<file path="src/rtl/reset_conditioner.sv">
// Reset request conditioner: merges power-on hold, PLL lock and a debounced pushbutton
// into one glitch-free, minimum-width active-low reset, and keeps reset-cause history.
module reset_conditioner #(
   parameter int POR_CYCLES       = 1024,
   parameter int DEBOUNCE_CYCLES  = 65536,
   parameter int MIN_PULSE_CYCLES = 256
) (
   input  logic       clk,
   input  logic       rst_async_n,
   input  logic       btn_n,
   input  logic       pll_locked,
   output logic       sys_rst_n,
   output logic [1:0] rst_cause,
   output logic [7:0] rst_count
);

   localparam int CNT_MAX = (POR_CYCLES > MIN_PULSE_CYCLES) ? POR_CYCLES : MIN_PULSE_CYCLES;
   localparam int CNT_W   = $clog2(CNT_MAX);
   localparam int DB_W    = $clog2(DEBOUNCE_CYCLES);

   localparam logic [CNT_W-1:0] POR_LAST   = CNT_W'(POR_CYCLES - 1);
   localparam logic [CNT_W-1:0] PULSE_LAST = CNT_W'(MIN_PULSE_CYCLES - 1);
   localparam logic [DB_W-1:0]  DB_LAST    = DB_W'(DEBOUNCE_CYCLES - 1);

   localparam logic [1:0] CAUSE_POR  = 2'b00;
   localparam logic [1:0] CAUSE_LOCK = 2'b01;
   localparam logic [1:0] CAUSE_BTN  = 2'b10;

   typedef enum logic [1:0] {ST_POR, ST_WAIT, ST_RUN, ST_STRETCH} state_t;

   logic [1:0]       btn_sync_q;
   logic [1:0]       lock_sync_q;
   logic             btn_s;
   logic             lock_s;
   logic             btn_db_q, btn_db_d;
   logic             btn_db_prev_q;
   logic [DB_W-1:0]  db_cnt_q, db_cnt_d;
   logic             press;
   state_t           state_q, state_d;
   logic [CNT_W-1:0] cnt_q, cnt_d;
   logic             sys_rst_n_q, sys_rst_n_d;
   logic [1:0]       cause_q, cause_d;
   logic [7:0]       count_q, count_d;

   // Button chain resets to "released", lock chain to "unlocked".
   always_ff @(posedge clk or negedge rst_async_n) begin
      if (!rst_async_n) begin
         btn_sync_q  <= 2'b11;
         lock_sync_q <= 2'b00;
      end else begin
         btn_sync_q  <= {btn_sync_q[0], btn_n};
         lock_sync_q <= {lock_sync_q[0], pll_locked};
      end
   end

   assign btn_s  = btn_sync_q[1];
   assign lock_s = lock_sync_q[1];

   always_comb begin
      db_cnt_d = '0;
      btn_db_d = btn_db_q;
      if (btn_s != btn_db_q) begin
         if (db_cnt_q == DB_LAST) begin
            btn_db_d = btn_s;
         end else begin
            db_cnt_d = db_cnt_q + 1'b1;
         end
      end
   end

   assign press = btn_db_prev_q & ~btn_db_q;

   always_comb begin
      state_d = state_q;
      cnt_d   = cnt_q;
      cause_d = cause_q;
      count_d = count_q;
      case (state_q)
         ST_POR: begin
            if (cnt_q == POR_LAST) begin
               state_d = ST_WAIT;
               cnt_d   = '0;
            end else begin
               cnt_d = cnt_q + 1'b1;
            end
         end
         ST_WAIT: begin
            if (lock_s && btn_db_q) state_d = ST_RUN;
         end
         ST_RUN: begin
            // Lock loss wins over a simultaneous press; only one event is counted.
            if (!lock_s || press) begin
               state_d = ST_STRETCH;
               cnt_d   = '0;
               cause_d = !lock_s ? CAUSE_LOCK : CAUSE_BTN;
               if (count_q != 8'hFF) count_d = count_q + 8'd1;
            end
         end
         ST_STRETCH: begin
            if (cnt_q == PULSE_LAST) begin
               state_d = ST_WAIT;
               cnt_d   = '0;
            end else begin
               cnt_d = cnt_q + 1'b1;
            end
         end
         default: begin
            state_d = ST_POR;
            cnt_d   = '0;
         end
      endcase
      sys_rst_n_d = (state_d == ST_RUN);
   end

   always_ff @(posedge clk or negedge rst_async_n) begin
      if (!rst_async_n) begin
         state_q       <= ST_POR;
         cnt_q         <= '0;
         btn_db_q      <= 1'b1;
         btn_db_prev_q <= 1'b1;
         db_cnt_q      <= '0;
         sys_rst_n_q   <= 1'b0;
         cause_q       <= CAUSE_POR;
         count_q       <= 8'd0;
      end else begin
         state_q       <= state_d;
         cnt_q         <= cnt_d;
         btn_db_q      <= btn_db_d;
         btn_db_prev_q <= btn_db_q;
         db_cnt_q      <= db_cnt_d;
         sys_rst_n_q   <= sys_rst_n_d;
         cause_q       <= cause_d;
         count_q       <= count_d;
      end
   end

   assign sys_rst_n = sys_rst_n_q;
   assign rst_cause = cause_q;
   assign rst_count = count_q;

endmodule

</file>
<file path="config.mk">
export PLATFORM = sky130hd
export DESIGN_NAME = reset_conditioner
export DESIGN_NICKNAME = d
export VERILOG_FILES = /design/src/rtl/reset_conditioner.sv
export SDC_FILE = /design/constraint.sdc
export NUM_CORES = 1
export LEC_CHECK = 0
export BUFFER_PORTS_ARGS = -buffer_cell sky130_fd_sc_hd__buf_2
export CORE_MARGIN = 2
export CORE_UTILIZATION = 49
export DETAILED_ROUTE_END_ITERATION = 6
export GPL_TIMING_DRIVEN = 0
export PLACE_DENSITY = 0.78
export REMOVE_ABC_BUFFERS = 1
export SETUP_SLACK_MARGIN = 0.5
export SYNTH_ARGS = -nofsm -noshare
export SYNTH_HDL_FRONTEND = slang
export SYNTH_SLANG_ARGS = --single-unit
export TNS_END_PERCENT = 50
</file>
<file path="constraint.sdc">
create_clock -name clk -period 1.7 [get_ports clk]
set_clock_uncertainty 0.1 [all_clocks]
set_input_delay 0.17 -clock clk [delete_from_list [all_inputs] [get_ports clk]]
set_output_delay 0.17 -clock clk [all_outputs]
set_load 0.01 [all_outputs]
</file>
# Word-level counts from Yosys, hierarchy flattened
# Index checks and enable logic that the tools add are counted.
# W data, S select, Z words.
word_totals:
  reg_bits: 45
  input_bits: 4
  output_inout_bits: 11
op_classes:
  add_sub_neg: 3
  eq_ne: 10
  mux: 12
  bitwise: 2
  reduce_logical: 9
ops:
  columns: ["op", "n"]
  rows:
  - ["$mux W16", 2]
  - ["$mux W10", 3]
  - ["$pmux W10 S3", 1]
  - ["$add A16 B1 Y16 const B", 1]
  - ["$eq A16 B16 Y1 const B", 1]
  - ["$add A10 B1 Y10 const B", 1]
  - ["$eq A10 B10 Y1 const B", 1]
  - ["$eq A10 B8 Y1 const B", 1]
  - ["$mux W2", 5]
  - ["$add A8 B1 Y8 const B", 1]
  - ["$ne A8 B8 Y1 const B", 1]
  - ["$pmux W2 S4", 1]
  - ["$eq A2 B2 Y1 const B", 3]
  - ["$reduce_and A2 Y1", 3]
  - ["$reduce_and A3 Y1", 1]
  - ["$reduce_bool A3 Y1", 1]
  - ["$eq A2 B1 Y1 const B", 1]
  - ["$logic_not A2 Y1", 1]
  - ["$ne A2 B2 Y1 const B", 1]
  - ["$and A1 B1 Y1", 1]
  - ["$logic_and A1 B1 Y1", 1]
  - ["$logic_not A1 Y1", 1]
  - ["$logic_or A1 B1 Y1", 1]
  - ["$ne A1 B1 Y1", 1]
  - ["$not A1 Y1", 1]

# Depth between registers and ports, before layout
depth:
  word_depth: 6
  depth_mapped: 7
  mapped_depth_nobuf: 6

# Worst setup path after synthesis
# No wires, ideal clock.
synth_path:
  kind: "register -> register"
  start: "reg state_q[0]"
  end: "reg cnt_q[3]"
  setup_time_ps: 96
  arrival_ps: 1615
  setup_slack_ps: -110
  path_stages_with_launch: 8
  path_buffers: 1
  period_less_slack_ps: 1810
  cell_sequence: "dfrtp_1 > inv_1 > ha_1 > buf_2 > nor2b_1 > a31oi_2 > nand3_1 > o31ai_1"
synth_via:
  elab_chain_len: 3
  elab_cells_between_ends: 7
  cone_classes: "eq/ne (3); mux (1); reduce/logical (3)"
synth_lines:
  columns: ["element", "line", "text"]
  rows:
  - ["start: declaration", "39", "state_t state_q, state_d;"]
  - ["start signal: assignment", "126", "state_q <= state_d;"]
  - ["$eq A2 B2 Y1 or $logic_not A2 Y1 (tied branches)", "78", "case (state_q)"]
  - ["$ne A2 B2 Y1 (no source line) or $reduce_bool A3 Y1 (tied branches)", null, null]
  - ["$reduce_and A2 Y1 (no source line)", null, null]
  - ["end signal: assignment", "127", "cnt_q <= cnt_d;"]
  - ["end: declaration", "40", "logic [CNT_W-1:0] cnt_q, cnt_d;"]
# Parallel ways exist; a longest one is shown, timed or not.
# A chain may end at the register's enable or synchronous reset.

# Final worst setup path
layout_path:
  start: "reg state_q[0]"
  end: "reg count_q[4] (netlist: rst_count[4])"
layout_via:
  elab_chain_len: 2
layout_lines:
  columns: ["element", "line", "text"]
  rows:
  - ["$eq A2 B2 Y1", "78", null]
  - ["$reduce_and A3 Y1 (no source line)", null, null]
  - ["end signal: assignment", "133", "count_q <= count_d;"]
  - ["end: declaration", "43", "logic [7:0] count_q, count_d;"]
# No other way between the ends.

==> reports/metrics.cfg <==
[pwr]
p_per_area_nw_per_um2 = 586
p_sw_w = 0.000442
seq_power_share = 0.539
leakagePower_nw = 1.45
clkPwrFrac = 0.422
combinationalPowerShare = 0.040
peakVddDrop_uv = 512
p_sw_frac = 0.217
finalPower_w = 0.00203
internal_power_w = 0.00159

[yosys]
synth_xor_area_frac = 0.0634
yosysTopAreaCell = dfrtp_1
synth-adder-area-share = 0.0373
synth-edff-count = 0
synth.distinct_cells = 49
synthArstFlopShare = 1.00
synth_compound_area_frac = 0.159
yosys-top-cells-count = dfrtp_1 (41), nand2_1 (22), nor2_1 (17), nand3_1 (16)
synth_area_per_cell_um2 = 10.4
yosysMostFrequentCell = dfrtp_1
syn-cell-area_um2 = 2350
ys_ff_latch = 45
synth.top_cell.area_share = 0.437
ys_top_cells_by_area = dfrtp_1 (44%), dfstp_2 (4.5%), xor2_1 (4.1%)
syn_inst = 225
synthMuxAreaShare = 0.00958
ys.flop_type = dfrtp_1
ys_warn_count = 0
synth_top_family_by_area = simple AND/OR/NAND/NOR gates
yosysSeqAreaShare = 0.481
synthSimpleGateAreaFrac = 0.226

[timing]
worst_slew_pin_slew_ns = 1.01
finalSetupViolations = 21
fmax_mhz = 527
hold_ws_ns = -0.0731
min_period_over_period = 1.12
hold_violations = 41
fin_setup_tns_ns = -1.85
relSlewSlack = 0.324
fin_ws_ns = -0.198
drv_slew = 0
rsz0062_at_grt = yes
fin_crit_ns = 1.90

[floorplan]
die-height_um = 73.3
dieArea_um2 = 5370
core-area_um2 = 4660
rows = 25
dieWidth_um = 73.3
ios = 15
initial_core_util = 0.504

[clock_tree]
cts_made_buffers = 5
cts_hold_buffers = 2
clockRootBuffer = clkbuf_8
htreeDepth = 2
cts_tree = built
cts_sinks = 45
path_clk_slew_ns = 0.09
clock_latency_ns = 0.31
clock_path_buffers = 2

[setup_path]
cp-startpoint = state_q[0]
cp.arrival_ns = 2.01
cp-end-kind = flop
r2r-start = state_q[0]
path_class = flop to flop
rrSetupSlack_ns = -0.20
r2r-end = rst_count[4]
crit_path_start_kind = flop
required_ns = 1.82
r2r_cells = 6
path_max_fanout = 5

[routing]
wl_per_cell_um = 24.4
antenna_left = 0
dr_total_vias = 2317
drcViolationCount = 0
vias_per_cell = 6.77
first_iter_violations = 203
drt-pass1-iter-count = 5
drt_wl_total_mm = 8.35

[status]
violations = negative hold slack, negative setup slack
status = finished, violations left

[grt]
antenna_found_initial = 1
grt_usage = 0.278
grt_pass1_vias = 2171
gr-total-overflow = 0
grt_max_degree = 46
grt_pass1_wl_mm = 11.3

[final_layout]
nNetsFinal = 297
multiInputGateArea_um2 = 1610
syn_to_final_growth_pct = 47.6
layoutNonFillerInstCount = 342
register_area_um2 = 1140
fill_cells = 257
final_util = 0.744
drive_gt1_frac = 0.502

[placement]
dp.final_hpwl_mm = 2.98
place_inst = 289
io_buffers = 14
routabilityCongestion = 0.868

[min_path]
hp-class = primary input to async pin

[flow_run]
drv_cap = 0

## cell usage in the layout, fill, tap and decap left out, types with 5 or more instances in the layout
master and count:
nor2_1 9, clkbuf_8 6, xnor2_1 5, xor2_1 11, buf_6 24, dfrtp_2 6
a21oi_1 5, buf_4 21, dfrtp_1 35, o21ai_0 6, nor2_2 5, nand2_1 19
buf_2 9, nand3_1 11
## how the worst max path moves through the flow
stage / end / slack [ns] / cells past startpoint
2_1_floorplan: rst_count[1] / -0.21 / 5
3_3_place_gp: cnt_q[3] / -0.45 / 6
3_5_place_dp: cnt_q[3] / -0.48 / 6
4_1_cts: cnt_q[3] / -0.005 / 5
5_1_grt: rst_count[4] / -0.19 / 6
6_report: rst_count[4] / -0.20 / 6
## layout make-up
cell class / instances / area share
flip-flops and latches: 45 / 0.328
clock inverters: 1 / 0.00866
clock buffers: 7 / 0.0249
repair buffers: 57 / 0.148
multi-input cells: 171 / 0.463
inverters: 6 / 0.00721
diodes: 1 / 0.000721
well taps: 54 / 0.0195
## kinds of logic after synthesis
group,after synthesis
AOI/OAI and AO/OA,48
xor gates and xnor gates,17
adders and majority gates,7
buffers and inverters,10
DFF,45
muxes,2
and+or+nand+nor,96
## sequential cells by signal, summed over array words and instances, names as in the netlist
| name | count |
|---|---|
| state_q | 2 |
| lock_sync_q | 2 |
| btn_db_prev_q | 1 |
| db_cnt_q | 16 |
| btn_sync_q | 2 |
| sys_rst_n | 1 |
| cnt_q | 10 |
| rst_count | 8 |
| btn_db_q | 1 |
| rst_cause | 2 |
## routing by layer
layer  GRT usage  share of wire
met2       0.472           0.49
met4       0.160          0.068
met1       0.327           0.38
met5           0              0
met3      0.0535          0.061
## power by group through the flow
stage | sequential, W | clock (W) | combinational [W]
6_report | 0.00110 | 0.000858 | 0.0000808
5_1_grt | 0.00110 | 0.000911 | 0.0000889
4_1_cts | 0.00109 | 0.000872 | 0.0000652
3_5_place_dp | 0.00111 | 0 | 0.0000463
3_3_place_gp | 0.00111 | 0 | 0.0000445
2_1_floorplan | 0.00111 | 0 | 0.0000172
## metrics by stage
step	setup WS, ns	area (µm²)	hold slack, ns
6_report	-0.198	3470	-0.0731
5_1_grt	-0.193	3470	0.000246
4_1_cts	-0.00453	3250	-0.0590
3_5_place_dp	-0.480	2450	0.177
3_3_place_gp	-0.447	2450	0.178
2_1_floorplan	-0.213	2320	-0.226
## repair_timing
item / 4_1_cts / 5_1_grt
buffers inserted: 35 / 6
endpoints found under the hold margin: 43 / 3
endpoints found under the setup margin: 42 / 47
gates resized for setup: 90 / 38
gates cloned: 1 / 0
pin swaps: 42 / 32
## critical path, cell delays in order (launching register included)
cell,delay (ns)
dfrtp_2,0.47
inv_4,0.11
ha_4,0.18
a21bo_4,0.28
buf_12,0.15
nor4b_4,0.26
xor2_1,0.25
Note: power is estimated with default switching activity, not from simulation.
